==> config.mk <==
export PLATFORM = sky130hd
export DESIGN_NAME = instr_fetch_master
export DESIGN_NICKNAME = d
export VERILOG_FILES = /design/src/rtl/riscv_fetch_pkg.sv /design/src/rtl/fetch_fifo.sv /design/src/rtl/instr_fetch_master.sv
export SDC_FILE = /design/constraint.sdc
export NUM_CORES = 1
export LEC_CHECK = 0
export ABC_AREA = 1
export BUFFER_PORTS_ARGS = -buffer_cell sky130_fd_sc_hd__buf_2
export CAP_MARGIN = 10
export CORE_MARGIN = 2
export CORE_UTILIZATION = 28
export CTS_BUF_LIST = sky130_fd_sc_hd__clkbuf_16
export CTS_CLUSTER_SIZE = 8
export DETAILED_ROUTE_END_ITERATION = 8
export PLACE_DENSITY = 0.41
export SYNTH_ARGS = -nofsm -noshare
export SYNTH_HDL_FRONTEND = slang
export SYNTH_SLANG_ARGS = --single-unit
export TNS_END_PERCENT = 10
==> constraint.sdc <==
create_clock -name clk -period 6 [get_ports clk]
set_input_delay 0.3 -clock clk [delete_from_list [all_inputs] [get_ports clk]]
set_output_delay 0.3 -clock clk [all_outputs]
set_load 0.02 [all_outputs]
==> src/rtl/riscv_fetch_pkg.sv <==
// rtl/riscv_fetch_pkg.sv - shared types and constants for the instruction fetch path
package riscv_fetch_pkg;

  localparam int FETCH_WORD_BYTES = 4;
  localparam int FETCH_DATA_WIDTH = 32;

  typedef enum logic {
    IDLE = 1'b0,
    REQ  = 1'b1
  } fetch_state_e;

endpackage

==> src/rtl/fetch_fifo.sv <==
// rtl/fetch_fifo.sv - synchronous response FIFO with flush; head word gated to zero when empty
module fetch_fifo #(
  parameter int DEPTH = 2,
  parameter int WIDTH = 32
) (
  input  logic                   clk,
  input  logic                   rst_n,
  input  logic                   push,
  input  logic [WIDTH-1:0]       wdata,
  input  logic                   pop,
  input  logic                   flush,
  output logic [WIDTH-1:0]       rdata,
  output logic [$clog2(DEPTH):0] count,
  output logic                   full,
  output logic                   empty
);

  localparam int AW = $clog2(DEPTH);
  localparam int CW = AW + 1;

  logic [WIDTH-1:0] mem_q [DEPTH];
  logic [AW-1:0]    wr_ptr_q, rd_ptr_q;
  logic [CW-1:0]    count_q;
  logic             do_push, do_pop;

  assign empty   = (count_q == '0);
  assign full    = (count_q == CW'(DEPTH));
  assign do_pop  = pop & ~empty & ~flush;
  assign do_push = push & ~flush & (~full | do_pop);

  always_ff @(posedge clk or negedge rst_n) begin
    if (!rst_n) begin
      wr_ptr_q <= '0;
      rd_ptr_q <= '0;
      count_q  <= '0;
    end else if (flush) begin
      wr_ptr_q <= '0;
      rd_ptr_q <= '0;
      count_q  <= '0;
    end else begin
      if (do_push) wr_ptr_q <= wr_ptr_q + AW'(1);
      if (do_pop)  rd_ptr_q <= rd_ptr_q + AW'(1);
      count_q <= count_q + CW'(do_push) - CW'(do_pop);
    end
  end

  // Storage needs no reset: the head is forced to zero whenever the FIFO is empty.
  always_ff @(posedge clk) begin
    if (do_push) mem_q[wr_ptr_q] <= wdata;
  end

  assign rdata = empty ? '0 : mem_q[rd_ptr_q];
  assign count = count_q;

endmodule

==> src/rtl/instr_fetch_master.sv <==
// rtl/instr_fetch_master.sv - sequential prefetcher on the req/gnt/rvalid instruction port
// Credits (outstanding + buffered) never exceed DEPTH, so responses are always accepted.
module instr_fetch_master
  import riscv_fetch_pkg::*;
#(
  parameter int ADDR_WIDTH = 34,
  parameter int DEPTH      = 2
) (
  input  logic                  clk,
  input  logic                  rst_n,
  input  logic                  fetch_en_i,
  input  logic                  branch_i,
  input  logic [ADDR_WIDTH-1:0] branch_addr_i,
  output logic                  fetch_valid_o,
  output logic [31:0]           fetch_rdata_o,
  output logic [ADDR_WIDTH-1:0] fetch_addr_o,
  input  logic                  fetch_ready_i,
  output logic                  busy_o,
  output logic                  instr_req_o,
  output logic [ADDR_WIDTH-1:0] instr_addr_o,
  input  logic                  instr_gnt_i,
  input  logic                  instr_rvalid_i,
  input  logic [31:0]           instr_rdata_i
);

  localparam int CW    = $clog2(DEPTH) + 1;
  localparam int OCC_W = CW + 1;

  typedef struct packed {
    logic [FETCH_DATA_WIDTH-1:0] rdata;
    logic [ADDR_WIDTH-1:0]       addr;
  } fetch_entry_t;

  fetch_state_e          state_q, state_d;
  logic [ADDR_WIDTH-1:0] next_addr_q, req_addr_q, push_addr_q;
  logic [ADDR_WIDTH-1:0] branch_target, load_addr;
  logic [CW-1:0]         outstanding_q, outstanding_d, discard_q, discard_d;
  logic [CW-1:0]         fifo_count, fifo_count_d;
  logic [OCC_W-1:0]      occ_next;
  logic                  pend_discard_q, granted_q;
  logic                  gnt_acc, rsp, rsp_keep, pop, load;
  logic                  fifo_full, fifo_empty;
  fetch_entry_t          push_entry, head_entry;

  assign instr_req_o   = (state_q == REQ);
  assign instr_addr_o  = req_addr_q;
  assign gnt_acc       = instr_req_o & instr_gnt_i;
  assign rsp           = instr_rvalid_i & (outstanding_q != '0);
  assign rsp_keep      = rsp & (discard_q == '0);
  assign pop           = fetch_valid_o & fetch_ready_i;
  assign branch_target = branch_addr_i & ~ADDR_WIDTH'(FETCH_WORD_BYTES - 1);
  assign busy_o        = (outstanding_q != '0) | instr_req_o;
  assign push_entry    = '{rdata: instr_rdata_i, addr: push_addr_q};

  // Occupancy is projected one cycle ahead so a request raised now is always covered by a free slot.
  always_comb begin
    outstanding_d = outstanding_q + CW'(gnt_acc) - CW'(rsp);
    fifo_count_d  = branch_i ? '0 : fifo_count + CW'(rsp_keep) - CW'(pop);
    if (branch_i) discard_d = outstanding_d;
    else          discard_d = discard_q - CW'(rsp & (discard_q != '0)) + CW'(gnt_acc & pend_discard_q);
    occ_next = OCC_W'(outstanding_d) + OCC_W'(fifo_count_d);
  end

  always_comb begin
    state_d = state_q;
    case (state_q)
      IDLE:    if (fetch_en_i && occ_next < OCC_W'(DEPTH)) state_d = REQ;
      REQ:     if (gnt_acc) state_d = (fetch_en_i && occ_next < OCC_W'(DEPTH)) ? REQ : IDLE;
      default: state_d = IDLE;
    endcase
    load      = (state_d == REQ) && ((state_q == IDLE) || gnt_acc);
    load_addr = branch_i ? branch_target : next_addr_q;
  end

  always_ff @(posedge clk or negedge rst_n) begin
    if (!rst_n) begin
      state_q        <= IDLE;
      next_addr_q    <= '0;
      req_addr_q     <= '0;
      push_addr_q    <= '0;
      outstanding_q  <= '0;
      discard_q      <= '0;
      pend_discard_q <= 1'b0;
      granted_q      <= 1'b0;
    end else begin
      state_q       <= state_d;
      outstanding_q <= outstanding_d;
      discard_q     <= discard_d;
      if (load) begin
        req_addr_q  <= load_addr;
        next_addr_q <= load_addr + ADDR_WIDTH'(FETCH_WORD_BYTES);
      end else if (branch_i) begin
        next_addr_q <= branch_target;
      end
      if (branch_i)      push_addr_q <= branch_target;
      else if (rsp_keep) push_addr_q <= push_addr_q + ADDR_WIDTH'(FETCH_WORD_BYTES);
      // A request still waiting for grant at a branch belongs to the old stream.
      if (branch_i && instr_req_o && !instr_gnt_i) pend_discard_q <= 1'b1;
      else if (gnt_acc)                            pend_discard_q <= 1'b0;
      if (gnt_acc) granted_q <= 1'b1;
    end
  end

  fetch_fifo #(
    .DEPTH(DEPTH),
    .WIDTH($bits(fetch_entry_t))
  ) u_fifo (
    .clk   (clk),
    .rst_n (rst_n),
    .push  (rsp_keep),
    .wdata (push_entry),
    .pop   (pop),
    .flush (branch_i),
    .rdata (head_entry),
    .count (fifo_count),
    .full  (fifo_full),
    .empty (fifo_empty)
  );

  assign fetch_valid_o = ~fifo_empty;
  assign fetch_rdata_o = head_entry.rdata;
  assign fetch_addr_o  = head_entry.addr;

  a_req_hold: assert property (@(posedge clk) disable iff (!rst_n)
    instr_req_o && !instr_gnt_i |=> instr_req_o && $stable(instr_addr_o));
  a_rsp_credit: assert property (@(posedge clk) disable iff (!rst_n)
    instr_rvalid_i |-> (outstanding_q != '0) || !granted_q);
  a_occupancy: assert property (@(posedge clk) disable iff (!rst_n)
    (OCC_W'(outstanding_q) + OCC_W'(fifo_count)) <= OCC_W'(DEPTH));
  a_no_overflow: assert property (@(posedge clk) disable iff (!rst_n)
    !(rsp_keep && !branch_i && fifo_full && !pop));

endmodule
==> results of run 1 <==
layer usage:
layer	global-route usage	wire length (um)	up-vias
met2	0.241	13900	189
met3	0.0247	1290	43
met5	0	0	-
met1	0.221	15600	3977
li1	-	-	4336
met4	0.0360	577	0
repair_timing:
| item | in CTS | in global routing |
|---|---|---|
| setup buffers | 0 | 0 |
| endpoints found under the hold margin | 115 | 0 |
| hold buffers | 33 | 0 |
registers in the layout, summed over array words and instances (netlist names), 2 cells and up:
| register | cells |
|---|---|
| discard_q | 2 |
| instr_addr_o | 34 |
| next_addr_q | 34 |
| outstanding_q | 2 |
| push_addr_q | 32 |
| u_fifo.count | 2 |
| u_fifo.mem_q | 128 |
cell type report:
class	count	area, um2	share of cell area
clock buffers	35	876	0.0638
clock inverters	20	100	0.00729
inverters	86	323	0.0235
multi-input cells	838	3920	0.285
flip-flops and latches	238	6600	0.481
well taps	518	648	0.0472
repair buffers	214	1260	0.0921
power by group:
part           total [W]  switching [W]  internal, W
clock network    0.00174       0.000694      0.00104
registers        0.00224       0.000201      0.00204
logic            0.00162        0.00114     0.000481
total            0.00560        0.00204      0.00356
Yosys cell counts, types with 6 or more instances:
cell      number  share of area
nand2_1      463           0.16
edfxtp_1     128           0.35
dfrtp_1      110           0.25
nor2_1        84          0.029
inv_1         83          0.028
a21oi_1       68          0.031
nand3_1       59          0.027
o21ai_0       34          0.015
xor2_1        26          0.021
clkbuf_1      23         0.0078
nand2_2       15         0.0085
nor3_1        13         0.0059
nand4_1       11         0.0062
ha_1          10          0.011
o211ai_1      10         0.0068
nor2_2         8         0.0045
xnor2_1        8         0.0063
buf_2          7         0.0032
buf_1          6         0.0020
nand3b_1       6         0.0041
final timing paths:
path,end,slack (ns),cells past startpoint
max,next_addr_q[25],2.26,16
min,push_addr_q[27],0.07,3
max reg2reg,next_addr_q[25],2.26,16
min reg2reg,instr_addr_o[9],0.47,2
max in group asynchronous,next_addr_q[4],4.28,3
min in group asynchronous,instr_addr_o[27],0.41,2
cells by family (layout without fill, tap and decap cells):
logic type / Yosys count / count (layout)
and+or+nand+nor: 674 / 674
DFF: 238 / 238
buffers and inverters: 131 / 355
AOI/OAI and AO/OA: 117 / 117
xor gates and xnor gates: 34 / 34
adders and majority gates: 11 / 11
other: 1 / 2
tightest hold or removal path, cell delays in order:
cell and delay [ns]:
buf_2 0.09, nand2_1 0.06, nand3_1 0.07
metrics by stage:
stage	hold WS [ns]	setup WS, ns	instances	cell area, um2	total power (W)
after floorplan	0.00441	1.85	1207	11100	0.00330
after global placement	0.420	2.26	1861	12400	0.00388
after detailed placement	0.419	2.24	1861	12400	0.00390
after CTS	0.0647	2.20	1949	13700	0.00571
after global routing	0.0897	1.91	1949	13700	0.00598
final	0.0731	2.26	1949	13700	0.00560
==> results.toml, run 1 <==
[die]
coreArea_um2 = 38800
rows = 72
initial_utilization = 0.285
die_w_um = 203
ios = 176
chipHeight_um = 203
dieArea_um2 = 41100

[setup_path]
critPathSlowestCell = "fa_1"
crit_path_max_incr_delay_ns = 0.46
path_cells = "o21ai_0, inv_1, ha_1, inv_1, ha_1, xnor2_1, xnor2_1, fa_1, nor2_1, nand2_1, a21oi_2, inv_1, buf_4, nor2_1, nand3_1, and2_1"
cp.buffers_inverters = 4
crit_path_max_fanout = 46
worstPathRequired_ns = 6.38
worstPathArrival_ns = 4.12
reg2reg_from = "outstanding_q[1]"
crit_type = "reg2reg"
crit_family = "adder cells"
start_kind = "register"
cp_common_cell = "inv_1"
end_kind = "register"
crit_start = "outstanding_q[1]"

[clock_tree]
cts-root-buf = "clkbuf_16"
cts_resized = 0
cts_sinks = 238
insertion_delay_ns = 0.51
cts_tree = "done"
clkSlewWorstSetupHoldPaths_ns = 0.05
cts_buffers = 35
cts_htree_levels = 2
cts_buffer_depth = 3

[timing]
finalSetupViolCount = 0
rsz0062_at_grt = "no"
max_freq_mhz = 268
tightestPinTransition_ns = 1.19
hold_violations = 0
maxSlewViolCount = 0
maxSlewHeadroom = 0.206
fin_crit_sh = 0.623
fin_crit_ns = 3.74
timing.setup.tns_ns = 0
clock_skew_ns = 0.0238

[yosys]
synth-seq-cells = 238
yosys-mux-area-fraction = 0
synth_top_family_by_area = "simple AND/OR/NAND/NOR gates"
syn_area_um2 = 11000
seq_area_frac_synth = 0.597
yosys_warnings = 0
synth_cell_type_count = 37
synth-xor-area-share = 0.0270
synth_ff_type = "edfxtp_1"
synth_edf_count = 128
synthAdderAreaFrac = 0.0131
syn_avg_cell_area_um2 = 9.16
syn_inst = 1206
async_reset_ff_frac = 0.462
synth_compound_area_frac = 0.0561
synth-simple-area-share = 0.255

[final_layout]
fin_nets = 1497
syn_to_final_growth_pct = 24.2
final_common_cell = "nand2_1"
drive_above_1_share = 0.182
layout_common_cells = "463 x nand2_1, 170 x buf_2, 128 x edfxtp_1"
fillers = 4009
post-route-util = 0.354
diodes = 0

[route]
avgRoutedWirePerCell_um = 16.1
vias_per_cell = 4.38
drt_iter0_drc = 402
ant_nets = 0
remaining_drc_errors = 0
num_vias = 8545
firstDrtPassIters = 4
drt-total-wl_um = 31300

[grt]
grtUsageTotal = 0.153
grt_pass1_vias = 8516
grt_max_degree = 66
grt-ovfl-total = 0
grt_first_pass_wirelength_um = 49200
antenna_found_initial = 0

[placed_design]
hpwl_um = 21100
place_congestion = 0.791
portBuffers = 171

[run_status]
outcome = "finished, final reports clean"

[job]
maxCapViolCount = 0

[worst_hold_path]
min_path_type = "in2reg"
min_from = "branch_addr_i[27]"

[pwr]
power_density_nw_per_um2 = 408
ir_drop_uv = 199
cellLeakagePower_nw = 6.23
Power figures use the tool's default switching activity.
==> run 2, diff against run 1 <==
--- a/config.mk
+++ b/config.mk
@@ -5,7 +5,7 @@
 export SDC_FILE = /design/constraint.sdc
 export NUM_CORES = 1
 export LEC_CHECK = 0
-export ABC_AREA = 1
+export ABC_AREA = 0
 export BUFFER_PORTS_ARGS = -buffer_cell sky130_fd_sc_hd__buf_2
 export CAP_MARGIN = 10
 export CORE_MARGIN = 2
==> constraint.sdc (replaced) <==
create_clock -name clk -period 3.6 [get_ports clk]
set_input_delay 0.18 -clock clk [delete_from_list [all_inputs] [get_ports clk]]
set_output_delay 0.18 -clock clk [all_outputs]
set_load 0.02 [all_outputs]
==> run 2 against run 1 <==
The run now ends with setup timing left. First-iteration DRC count decreased by 50%. Clock skew decreased by 0.011 ns. Sequential cell count unchanged. Synthesized cell count decreased by 27%. Sequential power increased by 61%. Maximum frequency increased by 1.5%. Clock power increased by 70%. Die area decreased by 3.4%. Critical path type unchanged. Largest cell class unchanged.
==> results.toml, run 2 <==
[placed_design]
placed_cell_area_um2 = 12300
place_congestion = 0.757
dpl_worst_slack_ns = -0.358
hpwl_um = 18400
portBuffers = 171
place_inst = 1565

[clock_tree]
clkSlewWorstSetupHoldPaths_ns = 0.05
cts_tree = "done"
cts-root-buf = "clkbuf_16"
cts_buffer_depth = 3
insertion_delay_ns = 0.51
cts_buffers = 35
cts_sinks = 238
cts_htree_levels = 2

[die]
initial_utilization = 0.284
die_w_um = 199
ios = 176
coreArea_um2 = 37600
dieArea_um2 = 39700
rows = 71
chipHeight_um = 199

[pwr]
cellLeakagePower_nw = 5.82
p_total_w = 0.00959
ir_drop_uv = 326
power_density_nw_per_um2 = 663

[setup_path]
crit_path_max_incr_delay_ns = 0.51
crit_family = "simple AND/OR/NAND/NOR gates"
start_kind = "register"
worstPathArrival_ns = 4.06
critPathSlowestCell = "fa_1"
cp.buffers_inverters = 3
end_kind = "register"
crit_type = "reg2reg"
crit_path_max_fanout = 5
worstPathRequired_ns = 3.98
path_cells = "o21ai_2, inv_2, ha_4, inv_2, ha_4, xnor2_4, xnor2_2, fa_1, or3b_4, a2111oi_4, buf_4, and4_4, and4b_1, nand3_1, xnor2_1"

[yosys]
synth_most_common_cell = "edfxtp_1"
synth-seq-cells = 238
synthTopCellsByArea = "edfxtp_1 36%, dfrtp_1 26%, mux2i_1 8.4%"
syn_avg_cell_area_um2 = 12.0
async_reset_ff_frac = 0.462
synth_edf_count = 128
synth_common_cells = "128 x edfxtp_1, 110 x dfrtp_1, 103 x nor2_1"
synth_cell_type_count = 56
seq_area_frac_synth = 0.619
syn_inst = 885
synth_top_cell_by_area = "edfxtp_1"
syn_area_um2 = 10700
synth_top_area_frac = 0.360
yosys_warnings = 0
synth_ff_type = "edfxtp_1"

[final_layout]
fillers = 3706
fin_cells = 1716
fin_nets = 1273
largest_reg_flops = 128
fin_area_um2 = 14500
drive_above_1_share = 0.278
diodes = 0
final_common_cell = "buf_2"
regMostFlops = "u_fifo.mem_q"
layout_common_cells = "169 x buf_2, 128 x edfxtp_1, 109 x dfrtp_1"
syn_to_final_growth_pct = 35.5

[timing]
tightestPinTransition_ns = 0.812
fin_crit_ns = 3.68
finalSetupViolCount = 11
maxSlewHeadroom = 0.459
rsz0062_at_grt = "yes"
max_freq_mhz = 272
hold_violations = 0
fin_ws_ns = -0.0791
clock_skew_ns = 0.0124
fin_crit_sh = 1.02
maxSlewViolCount = 0

[route]
ant_nets = 0
remaining_drc_errors = 0
drt-total-wl_um = 27900
avgRoutedWirePerCell_um = 16.3
num_vias = 7466
firstDrtPassIters = 5
vias_per_cell = 4.35
drt_iter0_drc = 202

[run_status]
violations = "setup timing"
outcome = "finished with violations"

[grt]
grt_pass1_vias = 7547
grtUsageTotal = 0.142
antenna_found_initial = 0
grt-ovfl-total = 0
grt_first_pass_wirelength_um = 43000
grt_max_degree = 66

[job]
maxCapViolCount = 0

[worst_hold_path]
min_path_type = "in2reg"
run 2: cell types whose count changed after synthesis, moves of 19 or more:
cell | previous run | this run
nand3_1 | 59 | 23
xnor2_1 | 8 | 43
a21oi_1 | 68 | 11
inv_1 | 83 | 17
nand2_1 | 463 | 102
mux2i_1 | 0 | 90
nor2_1 | 84 | 103
run 2: area by class of cell:
cell class,count,area [um2],share of cell area
repair buffers,309,2110,0.146
clock buffers,37,926,0.0641
clock inverters,16,60.1,0.00416
well taps,511,639,0.0442
multi-input cells,588,4050,0.280
flip-flops and latches,238,6600,0.457
inverters,17,63.8,0.00442
run 2: where the power goes:
part	internal, W	switching, W	total (W)	leakage (nW)
combinational	0.00128	0.00175	0.00302	2.79
clock	0.00181	0.00115	0.00296	0.537
sequential	0.00332	0.000280	0.00360	2.49
total	0.00641	0.00318	0.00959	5.82
run 2: worst register-to-register path, delay by kind of cell (launching register included):
family | cells | cell delay (ns)
compound gates | 2 | 0.48
buf+inv | 3 | 0.29
xor+xnor | 3 | 0.43
fa+ha+maj | 3 | 0.93
simple gates | 4 | 1.03
flops | 1 | 0.39
run 2: logic make-up (layout without fill, tap and decap cells):
family	count (synthesis)	count (layout)	share of synthesized area
flip-flops	238	238	0.619
AO/OA/AOI/OAI	93	93	0.0514
multiplexers	93	93	0.0876
adder cells (fa/ha/maj)	11	11	0.0136
XOR/XNOR	79	79	0.0649
other	1	2	0.000352
buffers and inverters	60	379	0.0243
AND/OR/NAND/NOR	310	310	0.139
run 2: through the flow:
stage / setup TNS (ns) / util / hold slack, ns
floorplan: -2.56 / - / -0.116
global placement: -2.91 / 0.328 / 0.335
detailed placement: -3.84 / 0.328 / 0.332
CTS: -0.0983 / 0.381 / 0.0186
global route: -2.45 / 0.385 / 0.0617
finish: -0.386 / 0.385 / 0.0574
run 2: final timing paths:
kind                                   end              from  cells past startpoint  slack, ns
hold / removal              next_addr_q[0]          branch_i                      2       0.06
min in group asynchronous  instr_addr_o[0]             rst_n                      2       0.28
setup / recovery           next_addr_q[31]  outstanding_q[1]                     15      -0.08
hold reg to reg            instr_addr_o[4]   instr_addr_o[4]                      2       0.47
max in group asynchronous  next_addr_q[33]             rst_n                      3       2.53
setup reg to reg           next_addr_q[31]  outstanding_q[1]                     15      -0.08
run 2: routing by layer:
metal / GRT usage / share of wire
met5: 0 / 0
met4: 0.0556 / 0.027
met3: 0.0278 / 0.053
met2: 0.216 / 0.43
met1: 0.199 / 0.49
run 2: repair_timing:
item                                    4_1_cts  5_1_grt
hold buffers                                 66        0
pin swaps                                    15       16
hold endpoints to repair                    163        0
cloned                                        0        0
setup buffers                                30        4
endpoints found under the setup margin       21       22
gates resized for setup                      21       28
==> run 3, diff against run 2 <==
--- a/config.mk
+++ b/config.mk
@@ -13,6 +13,7 @@
 export CTS_BUF_LIST = sky130_fd_sc_hd__clkbuf_16
 export CTS_CLUSTER_SIZE = 8
 export DETAILED_ROUTE_END_ITERATION = 8
+export MAX_ROUTING_LAYER = met4
 export PLACE_DENSITY = 0.41
 export SYNTH_ARGS = -nofsm -noshare
 export SYNTH_HDL_FRONTEND = slang
==> run 3 against run 2 <==
The flow still finishes with violations (setup timing). Clock power about the same. Design area stayed put. Combinational power barely moved. Utilization stayed put. Non-clock buffer count is the same. Die area did not move. Final cell count unchanged. First-iteration DRC count is 9.4% higher. Register-to-register slack is essentially flat. Clock-buffer cell count unchanged.
==> results.toml, run 3 (synthesis results as in run 2) <==
[final_layout]
regMostFlops = "u_fifo.mem_q"
diodes = 0
fin_nets = 1273
largest_reg_flops = 128
drive_above_1_share = 0.278
fin_area_um2 = 14500
layout_common_cells = "169 x buf_2, 128 x edfxtp_1, 109 x dfrtp_1"
syn_to_final_growth_pct = 35.5
final_common_cell = "buf_2"

[pwr]
comb_power_share = 0.315
power_frac_seq = 0.376
cellLeakagePower_nw = 5.82
power_density_nw_per_um2 = 663
p_sw_w = 0.00317
pwr-share-clk = 0.309
p_total_w = 0.00958
swShare = 0.331
ir_drop_uv = 326
p_int_w = 0.00641

[placed_design]
placed_cell_area_um2 = 12300
hpwl_um = 18400
place_congestion = 0.767
portBuffers = 171
dpl_worst_slack_ns = -0.358

[setup_path]
path_depth = 15
crit_path_max_incr_delay_ns = 0.51
worstPathArrival_ns = 4.07
crit_type = "reg2reg"
path_cells = "o21ai_2, inv_2, ha_4, inv_2, ha_4, xnor2_4, xnor2_2, fa_1, or3b_4, a2111oi_4, buf_4, and4_4, and4b_1, nand3_1, xnor2_1"
reg2reg_from = "outstanding_q[1]"
critPathCapture = "next_addr_q[31]"
start_kind = "register"
crit_start = "outstanding_q[1]"
crit_family = "simple AND/OR/NAND/NOR gates"
worstPathRequired_ns = 3.98
cp.buffers_inverters = 3
critPathSlowestCell = "fa_1"
reg2regPathDepth = 15
end_kind = "register"
crit_path_max_fanout = 5
r2r_slack_ns = -0.08
r2r-end = "next_addr_q[31]"

[route]
drt-total-wl_um = 27900
num_vias = 7473
avgRoutedWirePerCell_um = 16.3
remaining_drc_errors = 0
ant_nets = 0
vias_per_cell = 4.35
firstDrtPassIters = 6
drt_iter0_drc = 221

[timing]
clock_skew_ns = 0.0109
fin_crit_sh = 1.02
max_freq_mhz = 271
timing.setup.tns_ns = -0.397
rsz0062_at_grt = "yes"
finalSetupViolCount = 11
fin_crit_ns = 3.68
hold_violations = 0
tightestPinTransition_ns = 0.812
maxSlewHeadroom = 0.459
maxSlewViolCount = 0
fin_ws_ns = -0.0836

[clock_tree]
cts_htree_levels = 2
clkSlewWorstSetupHoldPaths_ns = 0.05
cts_sinks = 238
insertion_delay_ns = 0.51
cts-root-buf = "clkbuf_16"
cts_tree = "done"
cts_buffers = 35
cts_buffer_depth = 3

[grt]
grt-ovfl-total = 0
antenna_found_initial = 0
grt_max_degree = 66
grt_pass1_vias = 7531
grt_first_pass_wirelength_um = 43000
grtUsageTotal = 0.146

[die]
chipHeight_um = 199
coreArea_um2 = 37600
rows = 71
die_w_um = 199
dieArea_um2 = 39700
ios = 176
initial_utilization = 0.284

[job]
maxCapViolCount = 0

[worst_hold_path]
min_path_type = "in2reg"

[run_status]
outcome = "finished with violations"
violations = "setup timing"
[run 3: cell type report]
cell class              instances  area, um2
fillers                      3706      23100
flip-flops and latches        238       6600
multi-input cells             588       4050
repair buffers                309       2110
clock buffers                  37        926
well taps                     511        639
inverters                      17       63.8
clock inverters                16       60.1
[run 3: per-stage QoR]
| stage | hold WS, ns | util | instances |
|---|---|---|---|
| final | 0.0583 | 0.385 | 1716 |
| after global routing | 0.0617 | 0.385 | 1716 |
| after CTS | 0.0186 | 0.381 | 1714 |
| after detailed placement | 0.332 | 0.328 | 1565 |
| after global placement | 0.335 | 0.328 | 1565 |
| after floorplan | -0.116 | - | 886 |
[run 3: worst register-to-register path, delay by kind of cell (launching register included)]
| family | cells | cell delay, ns |
|---|---|---|
| buffers and inverters | 3 | 0.29 |
| DFF | 1 | 0.39 |
| AOI/OAI and AO/OA | 2 | 0.48 |
| adders and majority gates | 3 | 0.93 |
| and+or+nand+nor | 4 | 1.04 |
| xor gates and xnor gates | 3 | 0.43 |
[run 3: how the worst min path moves through the flow]
stage | start | to | cells after the start
detailed placement | rst_n | instr_addr_o[0] | 1
floorplan | rst_n | discard_q[0] | 0
global placement | rst_n | instr_addr_o[0] | 1
finish | branch_i | next_addr_q[0] | 2
global route | branch_i | next_addr_q[0] | 2
CTS | branch_i | next_addr_q[0] | 2
[run 3: timing repair]
item | in CTS | in global routing
pin swaps | 15 | 18
endpoints found under the setup margin | 21 | 22
resized for setup | 21 | 28
hold buffers | 66 | 0
setup buffers | 30 | 4
endpoints found under the hold margin | 163 | 0
[run 3: power groups by stage]
stage                     Clock, W  Sequential (W)  Combinational (W)
after floorplan                  0         0.00378            0.00144
after global placement           0         0.00365            0.00260
after CTS                  0.00310         0.00361            0.00294
after detailed placement         0         0.00365            0.00260
after global routing       0.00321         0.00365            0.00335
final                      0.00296         0.00360            0.00302
[run 3: routing by layer]
metal / wire [um] / global-route usage
met3: 1540 / 0.0277
met2: 12100 / 0.217
met4: 733 / 0.0556
met1: 13600 / 0.199
met5: 0 / -
